<file path="src/rtl/img_pkt_pkg.sv">
// rtl/img_pkt_pkg.sv - shared constants and FSM encoding for the image packetizer/depacketizer pair
package img_pkt_pkg;

    localparam logic [31:0] FRAME_HEAD = 32'hF05A_A50F;
    localparam int          H_PIXEL    = 640;
    localparam int          V_PIXEL    = 480;
    localparam int          LINE_BYTES = 2 * H_PIXEL;
    localparam int          HEAD_BYTES = 4;

    typedef enum logic [1:0] {
        ST_IDLE,
        ST_FIRST,
        ST_DATA,
        ST_DROP
    } depkt_state_t;

    function automatic logic [15:0] line_bytes(input int h_pixel);
        return 16'(2 * h_pixel);
    endfunction

endpackage

</file>
<file path="src/rtl/pix_word_ser.sv">
// rtl/pix_word_ser.sv - splits a 32-bit payload word into two RGB565 pixels, high half first
module pix_word_ser (
    input  logic        clk,
    input  logic        rst,
    input  logic        load,
    input  logic        first,
    input  logic [31:0] word,
    output logic        busy,
    output logic        pix_de,
    output logic [15:0] pix_data,
    output logic [10:0] pix_x,
    output logic        ovf
);

    logic [15:0] low_data;
    logic [10:0] x_next;

    always_ff @(posedge clk) begin
        if (rst) begin
            busy     <= 1'b0;
            pix_de   <= 1'b0;
            pix_data <= '0;
            pix_x    <= '0;
            ovf      <= 1'b0;
            low_data <= '0;
            x_next   <= '0;
        end else if (load && !busy) begin
            pix_de   <= 1'b1;
            pix_data <= word[31:16];
            low_data <= word[15:0];
            busy     <= 1'b1;
            pix_x    <= first ? 11'd0 : x_next;
            x_next   <= first ? 11'd1 : x_next + 11'd1;
        end else if (busy) begin
            // A word arriving while the low half is still due is lost; only the flag remembers it.
            pix_de   <= 1'b1;
            pix_data <= low_data;
            pix_x    <= x_next;
            x_next   <= x_next + 11'd1;
            busy     <= 1'b0;
            if (load) begin
                ovf <= 1'b1;
            end
        end else begin
            pix_de <= 1'b0;
        end
    end

endmodule

</file>
<file path="src/rtl/img_data_depkt.sv">
// rtl/img_data_depkt.sv - reassembles RGB565 raster frames from received UDP payload words
module img_data_depkt #(
    parameter int          H_PIXEL    = img_pkt_pkg::H_PIXEL,
    parameter int          V_PIXEL    = img_pkt_pkg::V_PIXEL,
    parameter logic [31:0] FRAME_HEAD = img_pkt_pkg::FRAME_HEAD
) (
    input  logic        clk,
    input  logic        rst,
    input  logic        rec_en,
    input  logic [31:0] rec_data,
    input  logic        rec_pkt_done,
    input  logic [15:0] rec_byte_num,
    output logic        frame_start,
    output logic        frame_done,
    output logic        pix_de,
    output logic [15:0] pix_data,
    output logic [10:0] pix_x,
    output logic [10:0] pix_y,
    output logic        pkt_err,
    output logic        ovf_err
);

    import img_pkt_pkg::*;

    localparam logic [10:0] WPL      = 11'(H_PIXEL / 2);
    localparam logic [10:0] LINES    = 11'(V_PIXEL);
    localparam logic [15:0] LEN_LINE = line_bytes(H_PIXEL);
    localparam logic [15:0] LEN_HEAD = LEN_LINE + 16'(HEAD_BYTES);

    depkt_state_t state, eff;
    logic         in_frame, had_head, fd_pend, ser_busy;
    logic [10:0]  line, wcnt;

    logic         is_head, head_take, data_first, drop_first, word_in, ser_load, ser_first;
    logic         in_pkt, len_ok, done_ok, done_bad, last_line, fd_fire, head_base, in_frame_base;
    logic [10:0]  wcnt_base, wcnt_now, line_base, line_inc;

    // The first word of a packet is judged in the same cycle it arrives, so FIRST is never held.
    always_comb begin
        eff           = (state == ST_IDLE && rec_en) ? ST_FIRST : state;
        is_head       = (rec_data == FRAME_HEAD);
        head_take     = (eff == ST_FIRST) && is_head;
        data_first    = (eff == ST_FIRST) && !is_head && in_frame && (line < LINES);
        drop_first    = (eff == ST_FIRST) && !head_take && !data_first;
        head_base     = (eff == ST_FIRST) ? is_head : had_head;
        wcnt_base     = (eff == ST_FIRST) ? 11'd0 : wcnt;
        line_base     = head_take ? 11'd0 : line;
        in_frame_base = head_take ? 1'b1 : in_frame;
        word_in       = ((eff == ST_DATA) && rec_en) || data_first;
        ser_load      = word_in && (wcnt_base < WPL);
        ser_first     = (wcnt_base == 11'd0);
        wcnt_now      = (word_in && wcnt_base <= WPL) ? wcnt_base + 11'd1 : wcnt_base;
        line_inc      = line_base + 11'd1;
        in_pkt        = (eff == ST_DATA) || head_take || data_first;
        len_ok        = rec_byte_num == (head_base ? LEN_HEAD : LEN_LINE);
        done_ok       = rec_pkt_done && in_pkt && (wcnt_now == WPL) && len_ok;
        done_bad      = rec_pkt_done && ((in_pkt && !done_ok) || (eff == ST_DROP) || drop_first);
        last_line     = done_ok && (line_inc == LINES);
        fd_fire       = (fd_pend || last_line) && !ser_busy && !ser_load;
    end

    always_ff @(posedge clk) begin
        if (rst) begin
            state       <= ST_IDLE;
            in_frame    <= 1'b0;
            had_head    <= 1'b0;
            fd_pend     <= 1'b0;
            line        <= '0;
            wcnt        <= '0;
            pix_y       <= '0;
            frame_start <= 1'b0;
            frame_done  <= 1'b0;
            pkt_err     <= 1'b0;
        end else begin
            frame_start <= head_take;
            frame_done  <= fd_fire;
            pkt_err     <= done_bad;
            fd_pend     <= (fd_pend || last_line) && !fd_fire;
            wcnt        <= wcnt_now;
            line        <= done_ok ? line_inc : line_base;
            in_frame    <= last_line ? 1'b0 : in_frame_base;
            if (eff == ST_FIRST) begin
                had_head <= is_head;
            end
            if (ser_load) begin
                pix_y <= line_base;
            end
            case (eff)
                ST_FIRST: begin
                    if (rec_pkt_done)    state <= ST_IDLE;
                    else if (drop_first) state <= ST_DROP;
                    else                 state <= ST_DATA;
                end
                ST_DATA, ST_DROP: begin
                    if (rec_pkt_done) state <= ST_IDLE;
                end
                default: state <= ST_IDLE;
            endcase
        end
    end

    pix_word_ser u_ser (
        .clk      (clk),
        .rst      (rst),
        .load     (ser_load),
        .first    (ser_first),
        .word     (rec_data),
        .busy     (ser_busy),
        .pix_de   (pix_de),
        .pix_data (pix_data),
        .pix_x    (pix_x),
        .ovf      (ovf_err)
    );

endmodule
</file>
<file path="config.mk">
export PLATFORM = sky130hd
export DESIGN_NAME = img_data_depkt
export DESIGN_NICKNAME = d
export VERILOG_FILES = /design/src/rtl/img_pkt_pkg.sv /design/src/rtl/pix_word_ser.sv /design/src/rtl/img_data_depkt.sv
export SDC_FILE = /design/constraint.sdc
export NUM_CORES = 1
export LEC_CHECK = 0
export BUFFER_PORTS_ARGS = -buffer_cell sky130_fd_sc_hd__buf_2
export CAP_MARGIN = 10
export CORE_ASPECT_RATIO = 0.5
export CORE_MARGIN = 2
export CORE_UTILIZATION = 49
export DETAILED_ROUTE_END_ITERATION = 10
export PLACE_DENSITY = 0.82
export SLEW_MARGIN = 0
export SYNTH_ARGS = -nofsm -noshare
export SYNTH_HDL_FRONTEND = slang
export SYNTH_SLANG_ARGS = --single-unit
</file>
<file path="constraint.sdc">
create_clock -name clk -period 4.3 [get_ports clk]
set_input_delay 0.215 -clock clk [delete_from_list [all_inputs] [get_ports clk]]
set_output_delay 0.215 -clock clk [all_outputs]
set_load 0.05 [all_outputs]
</file>
* Word level (Yosys, flattened, before mapping) *
Index checks and enable logic that the tools add are counted.

operators by class
  $add $sub $neg = 3
  $lt $le $gt $ge = 3
  equal/unequal tests = 8
  multiplexer cells = 22
  bitwise gates (word level) = 1
  reductions and logical operators = 39

operators by type and width
  kind                                                              number
  two-way mux 11 bit                                                10
  adder 11 x 1 -> 11 bit (second input constant)                    3
  == test 32 bit (second input constant)                            1
  two-way mux 16 bit                                                2
  == test 11 x 9 -> 1 bit (second input constant)                   2
  less-than comparator 11 x 9 -> 1 bit (second input constant)      2
  logical AND 1 bit                                                 20
  == test 16 x 11 -> 1 bit                                          1
  less-or-equal comparator 11 x 9 -> 1 bit (second input constant)  1
  logical NOT 11 bit                                                1
  logical NOT 1 bit                                                 7
  logical OR 1 bit                                                  6
  two-way mux 2 bit                                                 3
  two-way mux 1 bit                                                 5
  == test 2 bit (second input constant)                             2
  one-hot mux 2 bit (2 select lines)                                1
  OR reduction 2 bit                                                2
  two-way mux 3 bit                                                 1
  AND reduction 3 bit                                               1
  == test 2 x 1 -> 1 bit (second input constant)                    1
  logical NOT 2 bit                                                 1
  inequality test 2 bit (second input constant)                     1
  nonzero test 2 bit                                                1
  NOT 1 bit                                                         1

word-level totals
  register bits after elaboration = 98
  bits of input ports = 52
  output and inout bits = 43
  word-level logic and storage cells = 93

* Longest topological paths before layout *
Gate-level depths: netlist of the first run.

  word-level depth = 19
  gate-level depth with buffers = 14
  mapped depth without buffers = 14

* Hierarchy *
A second synthesis of the first run with hierarchy kept.

second synthesis, totals
  cell total of the unflattened synthesis = 570
  area, all modules = 4817.1 um^2

by module, submodules not included
  module          instances  cells each  area each (um^2)  seq. area each (um^2)
  img_data_depkt  1          312         2507.4            820.8
  pix_word_ser    1          258         2309.7            1141.1

* Least setup slack after synthesis of the first run *
OpenSTA, ideal clock, no wires.

  kind = reg2reg
  from = register state[1]
  to = register line[3]
  library setup time = 0.070 ns
  arrival time = 2.938 ns
  required time = 4.230 ns
  path slack = 1.292 ns
  cell stages (with the launch flop) = 14
  buffers on the path = 2
  clock period less this slack = 3.008 ns
  cell sequence = dfxtp_1 o21bai_1 clkbuf_1 nand2_1 ha_1 and4b_1 nand3_1 o21ai_1 clkbuf_1 nand2_1 o221ai_1 nand4_2 or4_1 a21oi_1

on the way
  longest elaborated chain between the ends = 14
  elaborated cells between the ends (all ways) = 28
  those cells by class = add/sub: 2; order compare: 1; eq/ne: 4; mux: 7; reduce/logical: 14

RTL lines
  element                                                                            RTL line              RTL
  start: declaration                                                                 img_data_depkt.sv:30  depkt_state_t state, eff;
  start signal: assignment                                                           img_data_depkt.sv:64  state <= ST_IDLE;
  start signal: assignment                                                           img_data_depkt.sv:90  if (rec_pkt_done) state <= ST_IDLE;
  start signal: assignment                                                           img_data_depkt.sv:91  else if (drop_first) state <= ST_DROP;
  logical NOT 2 bit                                                                  img_data_depkt.sv:40  eff = (state == ST_IDLE && rec_en) ? ST_FIRST : state;
  logical AND 1 bit                                                                  img_data_depkt.sv:40
  two-way mux 2 bit (*)                                                              img_data_depkt.sv:40
  branches (longest 10 deep; another with less-or-equal comparator 11 x 9 -> 1 bit)  n/a
  two-way mux 11 bit (*)                                                             img_data_depkt.sv:80  line <= done_ok ? line_inc : line_base;
  end signal: assignment                                                             img_data_depkt.sv:80
  end: declaration                                                                   img_data_depkt.sv:32  logic [10:0] line, wcnt;

Every way passes the cells marked *.
A chain may end at the register's enable or synchronous reset.

* Worst setup path after layout of the first run *
  from = register state[1]
  to = register line[8]

The elaborated chain is that of the path after synthesis.

==> impl_results.md, run 1 <==
- DRC violation count after routing: 0
- Clock buffers created by TritonCTS: 9
- Die W: 140 um
- Effective utilization at floorplan: 51.2%
- PnR worst setup slack: 0.410 ns
- TritonCTS clock tree: yes
- Warnings, synthesis: 0
- Cell with the biggest individual delay on the critical path: o21ai_1
- Worst setup slack after placement: 0.512 ns
- # port buffers: 94
- Max stage delay on crit path: 0.77 ns
- Max-capacitance violation count: 0
- Number of enable-type register cells in the synthesized netlist: 0
- Average cell area after synthesis: 8.04 um2
- Row cnt: 24
- Slew at the pin closest to its max-slew limit: 1.09 ns
- Period Utilization, post-route: 90.5%
- Worst hold margin: 0.0636 ns
- Setup CP Type: flip-flop to flip-flop
- Tmin final: 3.89 ns
- Placeable core area: 8830 um2
- Number of nets in the final layout: 692
- Main area contributors after synthesis: dfxtp_1, a21oi_1, nand2_1
- Gate Count Post-Synth: 562
- Startpoint type of the worst setup path: flip-flop
- Clock tree root buffer cell: clkbuf_16
- Achievable frequency: 257 MHz
- Worst Path Arrival: 4.16 ns
- Number of vias in the routed layout: 4334
- Uppermost routed layer: met4
- Synth unique cells: 58
- Critical path fanouts, max: 17
- Final hold vios: 0
- Vias per cell: 5.73
- Global-route wire length before repair: 18.9 mm
- Setup-failing EPs final: 0
- Top FF cell, synth: dfxtp_1
- Total wirelength of the detailed-routed design: 11.4 mm
- Diode count: 0
- Status: finished clean
- Power density over the cells: 361 nW/um2
- HPWL after detailed placement: 8.02 mm
- Vias in the first global route: 3916
- Yosys top cell area share: 43.4%
- FFs w/ async S/R, synth: 0%
- Htree depth: 3
- Iteration-0 DRC Markers: 517
- Top-level port count: 95
- Number of max-slew violations in the final report: 0
- Routed wire length on met3: 725 um
- RD Place Congestion: 0.910
- Lkg Pwr: 2.17 nW
- Setup TNS: 0 ns
- Wirelength per Cell: 15.1 um
- Number of detailed-route iterations in the first pass: 6
- Resized cells post-CTS: 0
- Worst min-delay path class: primary input to flip-flop
- Sum of overflow across all layers after global routing: 0
- Critical-path cell list: o21bai_1 > nand2_1 > ha_1 > and4b_1 > nand3_1 > o21ai_1 > mux2i_1 > nor4_4 > nand4_2 > or4_1 > a21oi_1
- Clock Skew: 0.0105 ns
- Area leader, netlist: dfxtp_1
- Antenna violations before repair: 0
- Max VDD drop: 0.268 mV
- Synthesized area: 4520 um2
- Largest net degree at the start of global routing: 41
- Skew-Pair Late Insertion Delay: 0.35 ns
- Detail Route met2 WL: 5.50 mm
- Flops & latches, synth: 98
- CTS max path bufs: 2
- Area of the die: 10000 um2
- Worst endpoint required time: 4.57 ns
- Post-synthesis sequential area ratio: 43.4%
- Quantity of hold-fixing buffers added after cts: 0
- Most frequent cells after synthesis: nand2_1, dfxtp_1, a21oi_1, nor2_1, clkbuf_1
- Area growth syn-to-layout: 19.2%
- Number of setup buffers added after CTS: 0
- Ratio of cells with drive above 1 in the final layout: 20.5%
- Global Route Usage Sum: 23.2%
- Crit. End Element: flip-flop
- Final ANT Viol Nets: 0
- Vertical die dimension: 71.9 um
- Worst slew slack as a fraction of its limit: 26.7%
- RSZ-0062 raised after global routing: no
- Sinks on the clock net: 98
- Clock transition time at the flip-flop clock pins of the worst setup and hold paths: 0.07 ns
- Most frequent cell after synthesis: nand2_1
- Met1 wire length: 5.00 mm
- Post-synth net total: 619
## worst paths after layout
path                          from                    end  slack (ns)  cells past startpoint
max reg2reg  state[1]$_SDFFE_PP0P_     line[8]$_SDFF_PP0_        0.41                     11
max          state[1]$_SDFFE_PP0P_     line[8]$_SDFF_PP0_        0.41                     11
min reg2reg  pix_y[3]$_SDFFE_PP0P_  pix_y[3]$_SDFFE_PP0P_        0.45                      2
min                   rec_pkt_done  state[1]$_SDFFE_PP0P_        0.06                      2
## where the power goes
group	switching [mW]	internal [mW]	leakage (nW)	total, mW
Clock	0.368	0.522	0.164	0.890
Combinational	0.0853	0.0447	1.21	0.130
Sequential	0.00697	0.918	0.791	0.925
Total	0.461	1.48	2.17	1.95
## state kept, by name (all words and copies together) (netlist names), 2 cells and up
register / count
u_ser.low_data: 16
u_ser.pix_data: 16
line: 11
pix_y: 11
u_ser.pix_x: 11
u_ser.x_next: 11
wcnt: 11
state: 2
## worst max-delay path, delay by kind of cell, from the launching register on
kind	cells	cell delay, ns
flops	1	0.35
fa+ha+maj	1	0.19
mux	1	0.26
simple gates	6	1.78
compound gates	3	1.23
## cell usage in the layout, fill, tap and decap left out, drive strengths merged, types with 9 or more instances in the layout
cell / n
a21oi: 79
a22o: 11
nand3: 24
nor2: 49
buf: 101
clkbuf: 9
dfxtp: 98
nor3: 10
o21ai: 17
nand2: 99
inv: 13
## metrics by stage
step           instance area [um2]  std cells  total power, mW  util [%]
2_1_floorplan                 4520        562             1.02         -
3_3_place_gp                  5040        741             1.07      57.1
3_5_place_dp                  5040        741             1.07      57.1
4_1_cts                       5380        757             1.96      60.9
5_1_grt                       5380        757             2.01      61.0
6_report                      5380        757             1.95      61.0
## metal layers
layer | GRT usage [%] | vias to the layer above
li1 | - | 2136
met1 | 31.1 | 2031
met2 | 37.3 | 145
met3 | 5.68 | 22
met4 | 7.89 | 0
met5 | 0 | -
## logic make-up (layout without fill, tap and decap cells)
logic type      count (synthesis)  count (layout)  synth area share, %
xor+xnor                       15              15                 2.91
mux                             1               1                0.222
compound gates                142             142                 19.1
fa+ha+maj                       5               5                 1.39
simple gates                  252             252                 28.8
flops                          98              98                 43.4
buf+inv                        49             127                 4.13
## area by class of cell
cell class                      instances  area (um2)
Tap cell                              117         146
Multi-Input combinational cell        415        2380
Fill cell                             792        3440
Inverter                               10        37.5
Clock buffer                            9         225
Clock inverter                          7         109
Timing Repair Buffer                  101         523
Sequential cell                        98        1960
No activity file was read; power rests on OpenSTA's default activity.
==> run 2, diff against run 1 <==
--- a/config.mk
+++ b/config.mk
@@ -11,7 +11,7 @@
 export CORE_MARGIN = 2
 export CORE_UTILIZATION = 49
 export DETAILED_ROUTE_END_ITERATION = 10
-export PLACE_DENSITY = 0.82
+export PLACE_DENSITY = 0.73
 export SLEW_MARGIN = 0
 export SYNTH_ARGS = -nofsm -noshare
 export SYNTH_HDL_FRONTEND = slang
==> run 2 against run 1 <==
Net effect:
- critical path type unchanged
- first-iteration DRC count is 36% lower
- wire length decreased by 4.1%
- largest cell class unchanged
- combinational power hardly changed
- worst hold slack gained 0.017 ns
- via count down 1.6%
- clock skew shrank 0.00084 ns
- total power decreased by 6.1%
- non-clock buffer count rose by 2
- design area decreased by 0.65%
- worst setup slack better by 0.089 ns
- utilization down 0.40 points
==> impl_results.md, run 2 (synthesized netlist as in run 1, its figures left out) <==
- Status: finished clean
- HPWL after detailed placement: 7.77 mm (-3.1%)
- Relative contribution of sequential cells to total power: 50.7% (+3.2 points)
- Combinational power share: 7.1% (+0.4 points)
- Inst Count DP: 743 (+0.27%)
- Reg2reg end: line[4]$_SDFF_PP0_
- Achievable frequency: 263 MHz (+2.4%)
- Final ANT Viol Nets: 0 (unchanged)
- Hold worst-path end: state[0]$_SDFFE_PP0P_
- Sw Pwr: 0.448 mW (-2.7%)
- CTS max path bufs: 2 (unchanged)
- Clock Skew: 0.00962 ns (-0.000840 ns)
- Worst endpoint required time: 4.57 ns (about the same)
- Placeable core area: 8830 um2 (unchanged)
- Final hold vios: 0 (unchanged)
- Quantity of hold-fixing buffers added after cts: 0 (unchanged)
- Final standard cell utilization of the core: 60.6% (-0.40 points)
- Clock transition time at the flip-flop clock pins of the worst setup and hold paths: 0.07 ns (about the same)
- Clock buffers created by TritonCTS: 9 (unchanged)
- Register-to-Register Path Depth: 12 (+1)
- Setup TNS: 0 ns (unchanged)
- Wirelength per Cell: 14.5 um (-4.3%)
- Skew-Pair Late Insertion Delay: 0.34 ns (about the same)
- Area growth syn-to-layout: 18.4%
- DRC violation count after routing: 0 (unchanged)
- Worst min-delay path class: primary input to flip-flop
- Clock network power share: 42.2% (-3.6 points)
- Largest net degree at the start of global routing: 49 (+20%)
- Vias per cell: 5.62 (-1.9%)
- Max VDD drop: 0.211 mV (-21%)
- Worst Path Arrival: 4.07 ns (-0.09 ns)
- Row cnt: 24 (unchanged)
- Clock tree root buffer cell: clkbuf_16
- Area of the die: 10000 um2 (unchanged)
- Iteration-0 DRC Markers: 332 (-36%)
- Vias in the first global route: 3815 (-2.6%)
- Max stage delay on crit path: 0.79 ns (+0.02 ns)
- Global Route Usage Sum: 22.0% (-1.2 points)
- Number of setup buffers added after CTS: 0 (unchanged)
- Cell with the biggest individual delay on the critical path: o21ai_1
- Number of nets in the final layout: 694 (+0.29%)
- Largest registers: u_ser.low_data: 16 flops, u_ser.pix_data: 16 flops
- Period Utilization, post-route: 88.4% (-2.1 points)
- Die W: 140 um (unchanged)
- Critical path fanouts, max: 17 (unchanged)
- Lkg Pwr: 2.15 nW (-0.63%)
- Most common library cell in the layout ignoring fill and taps: nand2_1
- Setup CP Type: flip-flop to flip-flop
- Number of stages on the worst hold path: 2 (unchanged)
- Setup-failing EPs final: 0 (unchanged)
- Antenna violations before repair: 0 (unchanged)
- Power consumption: 1.83 mW (-6.1%)
- Flop2flop setup slack: 0.50 ns (+0.09 ns)
- Power density over the cells: 342 nW/um2 (-5.5%)
- Max-capacitance violation count: 0 (unchanged)
- Startpoint type of the worst setup path: flip-flop
- RSZ-0062 raised after global routing: no
- Number of vias in the routed layout: 4265 (-1.6%)
- Htree depth: 3 (unchanged)
- Number of detailed-route iterations in the first pass: 5 (-1)
- Sum of overflow across all layers after global routing: 0 (unchanged)
- HP Start: rec_pkt_done
- Critical-path cell list: o21bai_1 > buf_4 > nand2_1 > ha_1 > and4b_1 > nand3_1 > o21ai_1 > a31oi_1 > nor4_4 > nand4_2 > or4_1 > a21oi_1
- Ratio of cells with drive above 1 in the final layout: 20.6% (+0.092 points)
- Design internal power: 1.38 mW (-7.1%)
- TritonCTS clock tree: yes
- # port buffers: 94 (unchanged)
- Vertical die dimension: 71.9 um (unchanged)
- Resized cells post-CTS: 0 (unchanged)
- Crit. End Element: flip-flop
- Slew at the pin closest to its max-slew limit: 1.12 ns (+0.0380 ns)
- Final instance count without filler cells: 759 (+0.26%)
- Worst slew slack as a fraction of its limit: 24.1% (-2.6 points)
- RD Place Congestion: 0.861 (-5.4%)
- Commonest non-fill, non-tap cells in the layout: nand2_1, dfxtp_1, buf_2
- Switching power as a share of total power: 24.5% (+0.84 points)
- Diode count: 0 (unchanged)
- Sinks on the clock net: 98 (unchanged)
- Tmin final: 3.80 ns (-0.0894 ns)
- Effective utilization at floorplan: 51.2% (unchanged)
- Top-level port count: 95 (unchanged)
- Number of max-slew violations in the final report: 0 (unchanged)
- Critical register-to-register path startpoint: state[1]$_SDFFE_PP0P_
- Total wirelength of the detailed-routed design: 11.0 mm (-4.1%)
- Global-route wire length before repair: 18.1 mm (-4.4%)
[run 2: cell types whose count changed in the layout (fill, tap and decap cells not counted), sizes merged]
cell,previous run,this run
inv,13,12
clkinv,2,3
clkbuf,9,10
buf,101,103
clkinvlp,0,1
bufinv,2,0
[run 2: through the flow]
stage | area (um2) | worst slack (ns) | hold WS, ns
2_1_floorplan | 4520 | 1.29 | 0.294
3_3_place_gp | 5060 | 0.635 | 0.429
6_report | 5350 | 0.500 | 0.0809
4_1_cts | 5350 | 0.561 | 0.0767
3_5_place_dp | 5060 | 0.594 | 0.437
5_1_grt | 5350 | 0.140 | 0.0829
[run 2: layer usage]
| layer | share of wire, % | wire length [um] | vias up | global-route usage [%] |
|---|---|---|---|---|
| met5 | 0 | 0 | - | 0 |
| met4 | 1.2 | 132 | 0 | 5.56 |
| met3 | 5.7 | 628 | 15 | 5.54 |
| met2 | 45 | 4930 | 107 | 35.2 |
| met1 | 48 | 5290 | 2004 | 30.3 |
| li1 | - | - | 2139 | - |
[run 2: worst max path at each step]
| stage | from | endpoint | cells after the start |
|---|---|---|---|
| CTS | state[1]$_SDFFE_PP0P_ | line[4]$_SDFF_PP0_ | 12 |
| global placement | state[1]$_SDFFE_PP0P_ | line[4]$_SDFF_PP0_ | 12 |
| finish | state[1]$_SDFFE_PP0P_ | line[4]$_SDFF_PP0_ | 12 |
| floorplan | state[1]$_SDFFE_PP0P_ | line[3]$_SDFF_PP0_ | 13 |
| detailed placement | state[1]$_SDFFE_PP0P_ | line[8]$_SDFF_PP0_ | 12 |
| global route | state[1]$_SDFFE_PP0P_ | line[8]$_SDFF_PP0_ | 12 |
[run 2: area by class of cell]
type | count | area [um2]
inverters | 10 | 37.5
flip-flops and latches | 98 | 1960
repair buffers | 103 | 538
clock buffers | 10 | 239
well taps | 117 | 146
clock inverters | 6 | 50.0
fillers | 808 | 3480
multi-input cells | 415 | 2380
[run 2: power by group through the flow]
stage                     Clock [mW]  Sequential (mW)  Combinational [mW]
after global placement             0            0.947               0.128
after floorplan                    0            0.962              0.0609
after global routing           0.832            0.927               0.142
final                          0.771            0.926               0.130
after CTS                      0.784            0.926               0.130
after detailed placement           0            0.947               0.129
[run 2: critical path: cells and delay by family (launching register included)]
kind / cells / cell delay, ns
and+or+nand+nor: 6 / 1.68
AOI/OAI and AO/OA: 4 / 1.37
DFF: 1 / 0.34
adders and majority gates: 1 / 0.18
buffers and inverters: 1 / 0.16
